## src/rtl/usb_rx_pkg.sv

```systemverilog
// Shared types and constants for the USB full-speed receive line decoder.
package usb_rx_pkg;

  typedef enum logic [2:0] {
    IDLE,
    SYNC,
    RECEIVE,
    EOP_WAIT,
    ERROR
  } rx_state_e;

  // Encoded as {d_plus, d_minus}; the invalid (1,1) level folds into SE0.
  typedef enum logic [1:0] {
    LINE_SE0 = 2'b00,
    LINE_K   = 2'b01,
    LINE_J   = 2'b10
  } line_e;

  // Decoded SYNC bits, LSB received first: seven 0s then a 1 (KJKJKJKK).
  localparam logic [7:0] SYNC_PATTERN    = 8'b1000_0000;
  localparam int         DEF_SYNC_LEN    = 8;
  localparam int         DEF_STUFF_LIMIT = 6;

  function automatic line_e decode_line(input logic dp, input logic dm);
    case ({dp, dm})
      2'b10:   return LINE_J;
      2'b01:   return LINE_K;
      default: return LINE_SE0;
    endcase
  endfunction

endpackage

```

## src/rtl/usb_rx_if.sv

```systemverilog
// Line-side and decoded-bit signals of the USB receive decoder.
interface usb_rx_if;
  logic d_plus;
  logic d_minus;
  logic shift_en;
  logic receiving;
  logic data_bit;
  logic bit_valid;
  logic eop;
  logic rx_error;

  modport master (
    output d_plus, d_minus, shift_en,
    input  receiving, data_bit, bit_valid, eop, rx_error
  );

  modport slave (
    input  d_plus, d_minus, shift_en,
    output receiving, data_bit, bit_valid, eop, rx_error
  );
endinterface

```

## src/rtl/usb_line_sync.sv

```systemverilog
// Two-flop synchronizer for one raw USB line; reset value is the idle level.
module usb_line_sync #(
  parameter logic RESET_VAL = 1'b0
) (
  input  logic clk,
  input  logic rst,
  input  logic d,
  output logic q
);

  logic meta;

  // NOTE: sequential state uses non-blocking assignments so every flop
  // samples the pre-edge value of its source.
  always_ff @(posedge clk or posedge rst) begin
    if (rst) begin
      meta <= RESET_VAL;
      q    <= RESET_VAL;
    end else begin
      meta <= d;
      q    <= meta;
    end
  end

endmodule

```

## src/rtl/usb_rx_decoder.sv

```systemverilog
// USB full-speed receive decoder: start detect, SYNC, NRZI decode, unstuffing, EOP.
// Define USB_RX_SYNC_CHECK_EN to compare the SYNC field; otherwise it is only consumed.
module usb_rx_decoder
  import usb_rx_pkg::*;
#(
  parameter int SYNC_LEN    = DEF_SYNC_LEN,
  parameter int STUFF_LIMIT = DEF_STUFF_LIMIT
) (
  input  logic     clk,
  input  logic     rst,
  usb_rx_if.slave  rx
);

  localparam int             SC_W      = (SYNC_LEN > 1) ? $clog2(SYNC_LEN) : 1;
  localparam logic [SC_W-1:0] SYNC_LAST = SC_W'(SYNC_LEN - 1);
  localparam logic [2:0]     STUFF_MAX = 3'(STUFF_LIMIT);

  logic dp_s, dm_s, dp_q;

  usb_line_sync #(.RESET_VAL(1'b1)) u_sync_dp (
    .clk (clk), .rst (rst), .d (rx.d_plus),  .q (dp_s)
  );
  usb_line_sync #(.RESET_VAL(1'b0)) u_sync_dm (
    .clk (clk), .rst (rst), .d (rx.d_minus), .q (dm_s)
  );

  rx_state_e       state, state_nxt;
  line_e           line, prev_line, prev_nxt;
  logic [2:0]      ones_cnt, ones_nxt;
  logic [SC_W-1:0] sync_cnt, sync_cnt_nxt;
  logic            se0_seen, se0_seen_nxt;
  logic            receiving_q, receiving_nxt;
  logic            data_bit_q, data_bit_nxt;
  logic            bit_valid_q, bit_valid_nxt;
  logic            eop_q, eop_nxt;
  logic            rx_error_q, rx_error_nxt;

  logic is_jk, dec_bit, dp_fall;

  assign line    = decode_line(dp_s, dm_s);
  assign is_jk   = (line == LINE_J) || (line == LINE_K);
  assign dec_bit = (line == prev_line);
  assign dp_fall = dp_q & ~dp_s;

  always_ff @(posedge clk or posedge rst) begin
    if (rst) state <= IDLE;
    else     state <= state_nxt;
  end

  always_comb begin
    // NOTE: every variable gets a default first so no path infers a latch.
    state_nxt     = state;
    prev_nxt      = prev_line;
    ones_nxt      = ones_cnt;
    sync_cnt_nxt  = sync_cnt;
    se0_seen_nxt  = se0_seen;
    data_bit_nxt  = data_bit_q;
    bit_valid_nxt = 1'b0;
    eop_nxt       = 1'b0;
    rx_error_nxt  = rx_error_q;

    case (state)
      IDLE: begin
        prev_nxt = LINE_J;
        if (dp_fall) begin
          state_nxt    = SYNC;
          ones_nxt     = '0;
          sync_cnt_nxt = '0;
          rx_error_nxt = 1'b0;
        end
      end

      SYNC: begin
        if (rx.shift_en) begin
          if (is_jk) prev_nxt = line;
          sync_cnt_nxt = sync_cnt + 1'b1;
`ifdef USB_RX_SYNC_CHECK_EN
          if (!is_jk || (dec_bit != SYNC_PATTERN[sync_cnt])) state_nxt = ERROR;
          else if (sync_cnt == SYNC_LAST)                    state_nxt = RECEIVE;
`else
          if (sync_cnt == SYNC_LAST) state_nxt = RECEIVE;
`endif
        end
      end

      RECEIVE: begin
        if (rx.shift_en) begin
          if (!is_jk) begin
            state_nxt = EOP_WAIT;
          end else begin
            prev_nxt = line;
            // After STUFF_LIMIT ones the next bit must be the stuffed 0.
            if (ones_cnt == STUFF_MAX) begin
              if (dec_bit) state_nxt = ERROR;
              else         ones_nxt  = '0;
            end else begin
              bit_valid_nxt = 1'b1;
              data_bit_nxt  = dec_bit;
              ones_nxt      = dec_bit ? ones_cnt + 3'd1 : 3'd0;
            end
          end
        end
      end

      EOP_WAIT: begin
        if (rx.shift_en) begin
          case (line)
            LINE_J: begin
              eop_nxt   = 1'b1;
              state_nxt = IDLE;
            end
            LINE_K:  state_nxt = ERROR;
            default: ;
          endcase
        end
      end

      ERROR: begin
        if (rx.shift_en) begin
          if (!is_jk)                         se0_seen_nxt = 1'b1;
          else if (line == LINE_K)            se0_seen_nxt = 1'b0;
          else if (se0_seen)                  state_nxt    = IDLE;
        end
      end

      default: state_nxt = IDLE;
    endcase

    if ((state_nxt == ERROR) && (state != ERROR)) begin
      rx_error_nxt = 1'b1;
      se0_seen_nxt = 1'b0;
    end

    receiving_nxt = (state_nxt != IDLE);
  end

  always_ff @(posedge clk or posedge rst) begin
    if (rst) begin
      dp_q        <= 1'b1;
      prev_line   <= LINE_J;
      ones_cnt    <= '0;
      sync_cnt    <= '0;
      se0_seen    <= 1'b0;
      receiving_q <= 1'b0;
      data_bit_q  <= 1'b1;
      bit_valid_q <= 1'b0;
      eop_q       <= 1'b0;
      rx_error_q  <= 1'b0;
    end else begin
      dp_q        <= dp_s;
      prev_line   <= prev_nxt;
      ones_cnt    <= ones_nxt;
      sync_cnt    <= sync_cnt_nxt;
      se0_seen    <= se0_seen_nxt;
      receiving_q <= receiving_nxt;
      data_bit_q  <= data_bit_nxt;
      bit_valid_q <= bit_valid_nxt;
      eop_q       <= eop_nxt;
      rx_error_q  <= rx_error_nxt;
    end
  end

  assign rx.receiving = receiving_q;
  assign rx.data_bit  = data_bit_q;
  assign rx.bit_valid = bit_valid_q;
  assign rx.eop       = eop_q;
  assign rx.rx_error  = rx_error_q;

endmodule

```

## src/flat_wrapper.sv

```systemverilog
// flat-port wrapper written by rule: the top's interface ports become plain ports
module usb_rx_decoder_flat import usb_rx_pkg::*;
#(
  parameter int SYNC_LEN    = DEF_SYNC_LEN,
  parameter int STUFF_LIMIT = DEF_STUFF_LIMIT
)
  (clk, rst, rx_d_plus, rx_d_minus, rx_shift_en, rx_receiving, rx_data_bit, rx_bit_valid, rx_eop, rx_rx_error);
  usb_rx_if rx_i ();
  input  logic clk;
  input  logic rst;
  input wire logic [$bits(rx_i.d_plus)-1:0] rx_d_plus;
  input wire logic [$bits(rx_i.d_minus)-1:0] rx_d_minus;
  input wire logic [$bits(rx_i.shift_en)-1:0] rx_shift_en;
  output wire logic [$bits(rx_i.receiving)-1:0] rx_receiving;
  output wire logic [$bits(rx_i.data_bit)-1:0] rx_data_bit;
  output wire logic [$bits(rx_i.bit_valid)-1:0] rx_bit_valid;
  output wire logic [$bits(rx_i.eop)-1:0] rx_eop;
  output wire logic [$bits(rx_i.rx_error)-1:0] rx_rx_error;
  assign rx_i.d_plus = rx_d_plus;
  assign rx_i.d_minus = rx_d_minus;
  assign rx_i.shift_en = rx_shift_en;
  assign rx_receiving = rx_i.receiving;
  assign rx_data_bit = rx_i.data_bit;
  assign rx_bit_valid = rx_i.bit_valid;
  assign rx_eop = rx_i.eop;
  assign rx_rx_error = rx_i.rx_error;
  usb_rx_decoder #(.SYNC_LEN(SYNC_LEN), .STUFF_LIMIT(STUFF_LIMIT)) u_core (.clk(clk), .rst(rst), .rx(rx_i));
endmodule
```

## config.mk

```make
export PLATFORM = sky130hd
export DESIGN_NAME = usb_rx_decoder_flat
export DESIGN_NICKNAME = d
export VERILOG_FILES = /design/src/rtl/usb_rx_pkg.sv /design/src/rtl/usb_rx_if.sv /design/src/rtl/usb_line_sync.sv /design/src/rtl/usb_rx_decoder.sv /design/src/flat_wrapper.sv
export SDC_FILE = /design/constraint.sdc
export NUM_CORES = 1
export LEC_CHECK = 0
export ABC_AREA = 1
export CAP_MARGIN = 20
export CELL_PAD_IN_SITES_DETAIL_PLACEMENT = 1
export CELL_PAD_IN_SITES_GLOBAL_PLACEMENT = 1
export CORE_MARGIN = 2
export CORE_UTILIZATION = 42
export DETAILED_ROUTE_END_ITERATION = 12
export PLACE_DENSITY_LB_ADDON = 0.05
export SETUP_SLACK_MARGIN = 0.5
export SLEW_MARGIN = 20
export SYNTH_ARGS = -nofsm -noshare
export SYNTH_HDL_FRONTEND = slang
export SYNTH_HIERARCHICAL = 1
export SYNTH_SLANG_ARGS = --single-unit
```

## constraint.sdc

```tcl
create_clock -name clk -period 1.9 [get_ports clk]
set_clock_uncertainty 0.05 [all_clocks]
set_input_delay 0.285 -clock clk [delete_from_list [all_inputs] [get_ports clk]]
set_output_delay 0.285 -clock clk [all_outputs]
set_load 0.02 [all_outputs]
```

# == Word-level counts from Yosys, hierarchy flattened ==
# Cells that the tools add are included.
# classes
n_addsub,2
eq_ne,21
mux,42
n_bitwise,3
reduce_logical,18
# op_table
operator,count
3-bit two-way mux,19
3-bit case mux with 2 select lines,3
1-bit two-way mux,15
3-bit case mux with 5 select lines,1
2-bit nonzero test,7
3-bit == test (second input constant),4
3-bit inequality test (second input constant),3
3-bit AND reduction,3
2-bit by 1-bit inequality test with 1-bit output (second input constant),4
2-bit case mux with 2 select lines,2
3-bit by 1-bit adder with 3-bit output (second input constant),2
3-bit by 2-bit == test with 1-bit output (second input constant),2
5-bit AND reduction,1
2-bit by 1-bit == test with 1-bit output (second input constant),2
2-bit == test (second input constant),2
2-bit two-way mux,2
2-bit inequality test (second input constant),2
4-bit AND reduction,1
3-bit by 1-bit == test with 1-bit output (second input constant),1
3-bit zero test,1
3-bit nonzero test,1
2-bit == test,1
1-bit NOT,2
2-bit AND reduction,1
4 further kinds,4
# word_totals
reg_bits,22
in_bits,5
word_cells,101

# == Logic depth before layout (Yosys ltp) ==
# depth
depth_word,12
depth_mapped,12

# == Hierarchy ==
# The synthesis kept the hierarchy.
# modules_own_cells
mod,instances,cells_per_inst,area_per_inst_um2
usb_rx_decoder,1,130,1019.7
usb_line_sync at u_core.u_sync_dp,1,3,56.3
usb_line_sync at u_core.u_sync_dm,1,3,53.8

# == Worst setup path before layout ==
# OpenSTA, ideal clock, no wires.
# synth_timing
path_kind,register to register
startpoint,reg u_core.u_sync_dp.q
endpoint,reg u_core.se0_seen
t_arrival_ns,1.558
t_required_ns,1.731
setup_slack_ns,0.173
path_stages_with_launch,11
n_path_buf,0
period_less_slack_ns,1.727
path_cell_list,dfstp_2 inv_1 ha_1 inv_1 nand2_1 inv_1 a21oi_1 nor2_1 nand2_1 nand2_1 and2_1
# synth_via
elab_chain_cells,12
word_cells_on_any_way,30
cone_classes,eq/ne (7); mux (16); bitwise (2); reduce/logical (5)
# synth_lines
item,line_no,rtl
start: declaration,usb_line_sync.sv:8,output logic q
start signal: assignment,usb_line_sync.sv:21,q <= meta;
2-bit by 1-bit == test with 1-bit output or 2-bit == test (tied branches),usb_rx_pkg.sv:25,"case ({dp, dm})"
2-bit case mux with 2 select lines,usb_rx_pkg.sv:25,
2-bit == test,usb_rx_decoder.sv:42,assign dec_bit = (line == prev_line);
3-bit two-way mux,usb_rx_decoder.sv:94,if (dec_bit) state_nxt = ERROR;
3-bit two-way mux,usb_rx_decoder.sv:93,if (ones_cnt == STUFF_MAX) begin
3-bit two-way mux,usb_rx_decoder.sv:88,if (!is_jk) begin
3-bit two-way mux,usb_rx_decoder.sv:87,if (rx.shift_en) begin
3-bit case mux with 5 select lines *,usb_rx_decoder.sv:62,case (state)
via u_core.state_nxt[2],usb_rx_decoder.sv:27,"rx_state_e state, state_nxt;"
3-bit == test *,usb_rx_decoder.sv:129,if ((state_nxt == ERROR) && (state != ERROR)) begin
1-bit logical AND *,usb_rx_decoder.sv:129,
3-bit inequality test (no line) or 2-bit nonzero test (tied branches),-,
3-bit AND reduction (no line),-,
end signal: assignment,usb_rx_decoder.sv:154,se0_seen <= se0_seen_nxt;
end: declaration,usb_rx_decoder.sv:31,"logic se0_seen, se0_seen_nxt;"
# The timed path passes the listed nets; every way through them passes the cells marked *. The select of a mux whose other input is x is not followed.
# A chain may end at the register's enable or synchronous reset.

# == Final worst setup path ==
# Ends and elaborated chain as after synthesis.

==> results.md <==
- Synthesis produced 136 cells.
- For this design the top-level I/O count stands at 10.
- Fill cells in the final layout number 279.
- The total congestion overflow after global routing is 0.
- The number of antenna diodes is 0.
- The synthesized netlist contains 22 unique library cells.
- No sink is reached through more buffers than the 2 on the longest clock path.
- The achievable frequency is 0.560 GHz.
- The kind of end point of the critical path is a flip-flop.
- Traced cell by cell, the critical path runs through inv_2, ha_4, inv_6, nand2_8, nor3_4, nor2_4, nand2_4, nand2_2, and2_1.
- Dividing the detail-routed via count by the number of cells gives 5.62.
- The ratio of total power to cell area is 1150 nW/um2.
- Summed over all failing endpoints, the final setup total negative slack is 0 ns.
- The flow ran to the end, and the final reports show no timing, DRC or antenna violations.
- The total clock buffers created by CTS is 3.
- Setup repair after global routing could not meet its margin everywhere.
- The synthesized area per cell is 8.31 um2.
- The final number of max-transition violations is 0.
- The highest-delay cell along the critical path is sky130_fd_sc_hd__dfstp_2.
- TritonCTS built the clock tree.
- The number of rows in the core area is 18.
- The tightest min-delay check is of the input pin to asynchronous set/reset pin type.
- The wire length of the first global-routing pass is 6.07 mm.
- The die span in y is 55.9 um.
- By startpoint and endpoint, the worst setup path is classified as flip-flop to flip-flop.
- The hold violation count in the final report is 0.
- The initial antenna violation count is 0.
- The post-route clock period utilization is 94.0%.
- The level count of the clock H-tree is 1.
- From synthesis to final layout, the design area changed by 51.4%.
- The number of DRC markers after the initial detailed-route iteration is 44.
- Counting I/O delays and the setup requirement, the final critical path takes 1.79 ns.
- In this run the cell area of the synthesized design comes to 1130 um2.
- The clock sink count is 22.
- In this run, synthesis produced a sequential element count of 22.
- The final route contains 1135 vias.
- In the final layout, the share of cells above drive strength 1 is 47.7%.
- The final wirelength is 4.43 mm.
- The post-detailed-placement half-perimeter wirelength is 2.01 mm.
- For this run, the slowest stage of the critical path takes 0.60 ns.
- The wire length per cell after detailed routing is 22.0 um.
- The dominant cell type by area after synthesis is sky130_fd_sc_hd__dfrtp_1.
- Of all nets on the critical path, the largest fanout is 4.
- The final weighted congestion in routability-driven placement is 0.892.
- Measured against its own limit, the worst slew margin works out to 73.0%.
- Max-cap violations in this run came to 0.
- The DRC violation count after routing is 0.
- The width of the chip is 55.9 um.
- The area of the core is 2520 um2.
- The sequential cell area fraction in the yosys report is 49.3%.
- Once the floorplan was initialized, standard cells occupied 44.8% of the core.
- The via count of the first global-routing pass is 1163.
- The endpoint arrival time on the critical path is 1.98 ns.
- IR analysis of the VDD net gives a maximum drop of 0.000910 V.
- The count of cells in the finished layout, fillers not included, comes to 202.
- The kind of start point of the critical path is a flip-flop.
- The clock reaches the later pin of the worst-skew pair after 0.35 ns.
- The largest net degree at the start of global routing is 19.
- In this run the static leakage power is 0.000833 uW.
- The net count after synthesis is 148.
- The number of hold buffers added after CTS was 0.
- The total placed cells including tap cells is 176.
- The share of the synthesized area in the top cell type is 37.7%.
- The data required time of the critical path is 2.10 ns.
- The number of buffers and inverters on the critical path is 2.
- The remaining antenna violation count after routing is 0.
- Clock-pin slew was measured on the worst setup and hold paths at 0.13 ns.
- The Yosys step of the flow raised 6 warnings.
- By area the synthesized netlist is led by sky130_fd_sc_hd__dfrtp_1, sky130_fd_sc_hd__dfstp_2, sky130_fd_sc_hd__nand2_1.
- Setup violations remaining at the end of the flow were counted as 0.
- The measured slew at the worst slew-check pin is 0.403 ns.
- The tree is rooted in a sky130_fd_sc_hd__clkbuf_4.
- The global-route usage over all layers is 25.7%.
- The cell class contributing the biggest share of worst-path delay is simple AND/OR/NAND/NOR gates.
- At the end of the flow, the number of nets in the layout was 185.
- The number of optimization iterations in the first detailed-route pass is 4.
- Input and output buffers added on the ports amount to 9.
- The floorplan die area is 3120 um2.
[per-stage QoR]
stage | utilization (%) | setup slack (ns) | cell area, um2 | total power (uW) | hold slack, ns
global route | 67.8 | 0.0621 | 1710 | 2060 | 0.107
global placement | 51.2 | 0.161 | 1290 | 1150 | 0.283
detailed placement | 51.2 | 0.0981 | 1290 | 1170 | 0.297
finish | 67.8 | 0.114 | 1710 | 1960 | 0.0997
CTS | 60.6 | 0.177 | 1530 | 1720 | 0.109
floorplan | - | 0.292 | 1160 | 1010 | -0.0238
[sequential cells by signal (all words and copies together) (netlist names)]
signal,cells
u_core/dp_q,1
u_core/ones_cnt,3
u_core/u_sync_dm/q,1
u_core/state,3
u_core/rx.data_bit,1
u_core/u_sync_dm/meta,1
u_core/rx.rx_error,1
u_core/u_sync_dp/q,1
u_core/se0_seen,1
u_core/prev_line,2
u_core/rx.receiving,1
u_core/rx.eop,1
u_core/sync_cnt,3
u_core/u_sync_dp/meta,1
u_core/rx.bit_valid,1
[cells in the final DEF, fill, tap and decap left out, types with 5 or more instances in the layout]
cell type	n
sky130_fd_sc_hd__buf_4	21
sky130_fd_sc_hd__dfrtp_1	15
sky130_fd_sc_hd__dfstp_2	5
sky130_fd_sc_hd__ha_1	6
sky130_fd_sc_hd__inv_1	16
sky130_fd_sc_hd__inv_2	6
sky130_fd_sc_hd__nand2_1	18
sky130_fd_sc_hd__nand2_2	9
sky130_fd_sc_hd__nand2_4	7
sky130_fd_sc_hd__nand3_1	5
sky130_fd_sc_hd__nor2_1	7
sky130_fd_sc_hd__o21ai_1	5
[cell type report]
| class | instances | area, um2 | share of cell area (%) |
|---|---|---|---|
| clock buffer | 3 | 22.5 | 1.32 |
| clock inverter | 1 | 30.0 | 1.76 |
| inverter | 24 | 103 | 6.00 |
| multi-input combinational | 90 | 696 | 40.7 |
| sequential | 22 | 559 | 32.7 |
| tap | 30 | 37.5 | 2.19 |
| timing repair buffer | 32 | 263 | 15.4 |
[where the power goes]
part | leakage [uW] | internal, uW | switching (uW) | total, uW
Combinational | 0.000537 | 373 | 533 | 906
Sequential | 0.000267 | 585 | 81.2 | 666
Clock | 0.0000279 | 214 | 176 | 390
Total | 0.000833 | 1170 | 790 | 1960
[worst register-to-register path, cell delays in order, from the launching register on]
cell and delay, ns:
sky130_fd_sc_hd__dfstp_2 0.60, sky130_fd_sc_hd__inv_2 0.07, sky130_fd_sc_hd__ha_4 0.26, sky130_fd_sc_hd__inv_6 0.07, sky130_fd_sc_hd__nand2_8 0.08, sky130_fd_sc_hd__nor3_4 0.22, sky130_fd_sc_hd__nor2_4 0.06, sky130_fd_sc_hd__nand2_4 0.08
sky130_fd_sc_hd__nand2_2 0.05, sky130_fd_sc_hd__and2_1 0.14
[per-layer routing]
layer  vias to the layer above  global-route usage [%]  part of all wire [%]
met4                         0                    10.2                   4.6
li1                        505                       -                     -
met2                        41                    45.7                    51
met3                        18                    3.49                   4.2
met5                         -                       0                     0
met1                       571                    31.2                    40
[path summary, 6_finish.rpt]
path                                        from               endpoint  slack (ns)  depth (start not counted)
max                           u_core/u_sync_dp/q        u_core/se0_seen        0.11                          9
min                                          rst  u_core/u_sync_dm/meta         0.1                          2
max reg2reg                   u_core/u_sync_dp/q        u_core/se0_seen        0.11                          9
min reg2reg                u_core/u_sync_dp/meta     u_core/u_sync_dp/q        0.32                          0
max in group asynchronous                    rst    u_core/prev_line[1]        1.26                          3
min in group clk                       rx_d_plus  u_core/u_sync_dp/meta        0.29                          1
[cells by family (layout without fill, tap and decap cells)]
group	after synthesis	after routing	synth area share (%)
AO/OA/AOI/OAI	16	16	8.53
XOR/XNOR	1	1	0.775
adder cells (fa/ha/maj)	7	7	7.75
buffers and inverters	24	60	7.97
flip-flops	22	22	49.3
AND/OR/NAND/NOR	66	66	25.7
[synthesized netlist by cell type]
cell type / number
sky130_fd_sc_hd__inv_1: 22
sky130_fd_sc_hd__a31oi_1: 2
sky130_fd_sc_hd__nand3_1: 9
sky130_fd_sc_hd__dfrtp_1: 17
sky130_fd_sc_hd__or3_1: 2
sky130_fd_sc_hd__inv_2: 2
sky130_fd_sc_hd__nor3_2: 1
sky130_fd_sc_hd__nand4_1: 2
sky130_fd_sc_hd__a21oi_1: 2
sky130_fd_sc_hd__nand3_2: 1
sky130_fd_sc_hd__nor2_1: 12
sky130_fd_sc_hd__nor3_1: 2
sky130_fd_sc_hd__and3_2: 1
sky130_fd_sc_hd__xnor2_1: 1
sky130_fd_sc_hd__ha_1: 7
sky130_fd_sc_hd__dfstp_2: 5
sky130_fd_sc_hd__o21a_1: 1
sky130_fd_sc_hd__o21ai_4: 1
sky130_fd_sc_hd__and2_1: 1
sky130_fd_sc_hd__o21ai_0: 7
sky130_fd_sc_hd__o21ai_1: 3
sky130_fd_sc_hd__nand2_1: 35
[repair_timing]
item / 4_1_cts / 5_1_grt
setup endpoints to repair: 20 / 19
buffers inserted: 17 / 5
pin swaps: 14 / 19
gates resized for setup: 26 / 45
(Power assumes the default switching activity.)
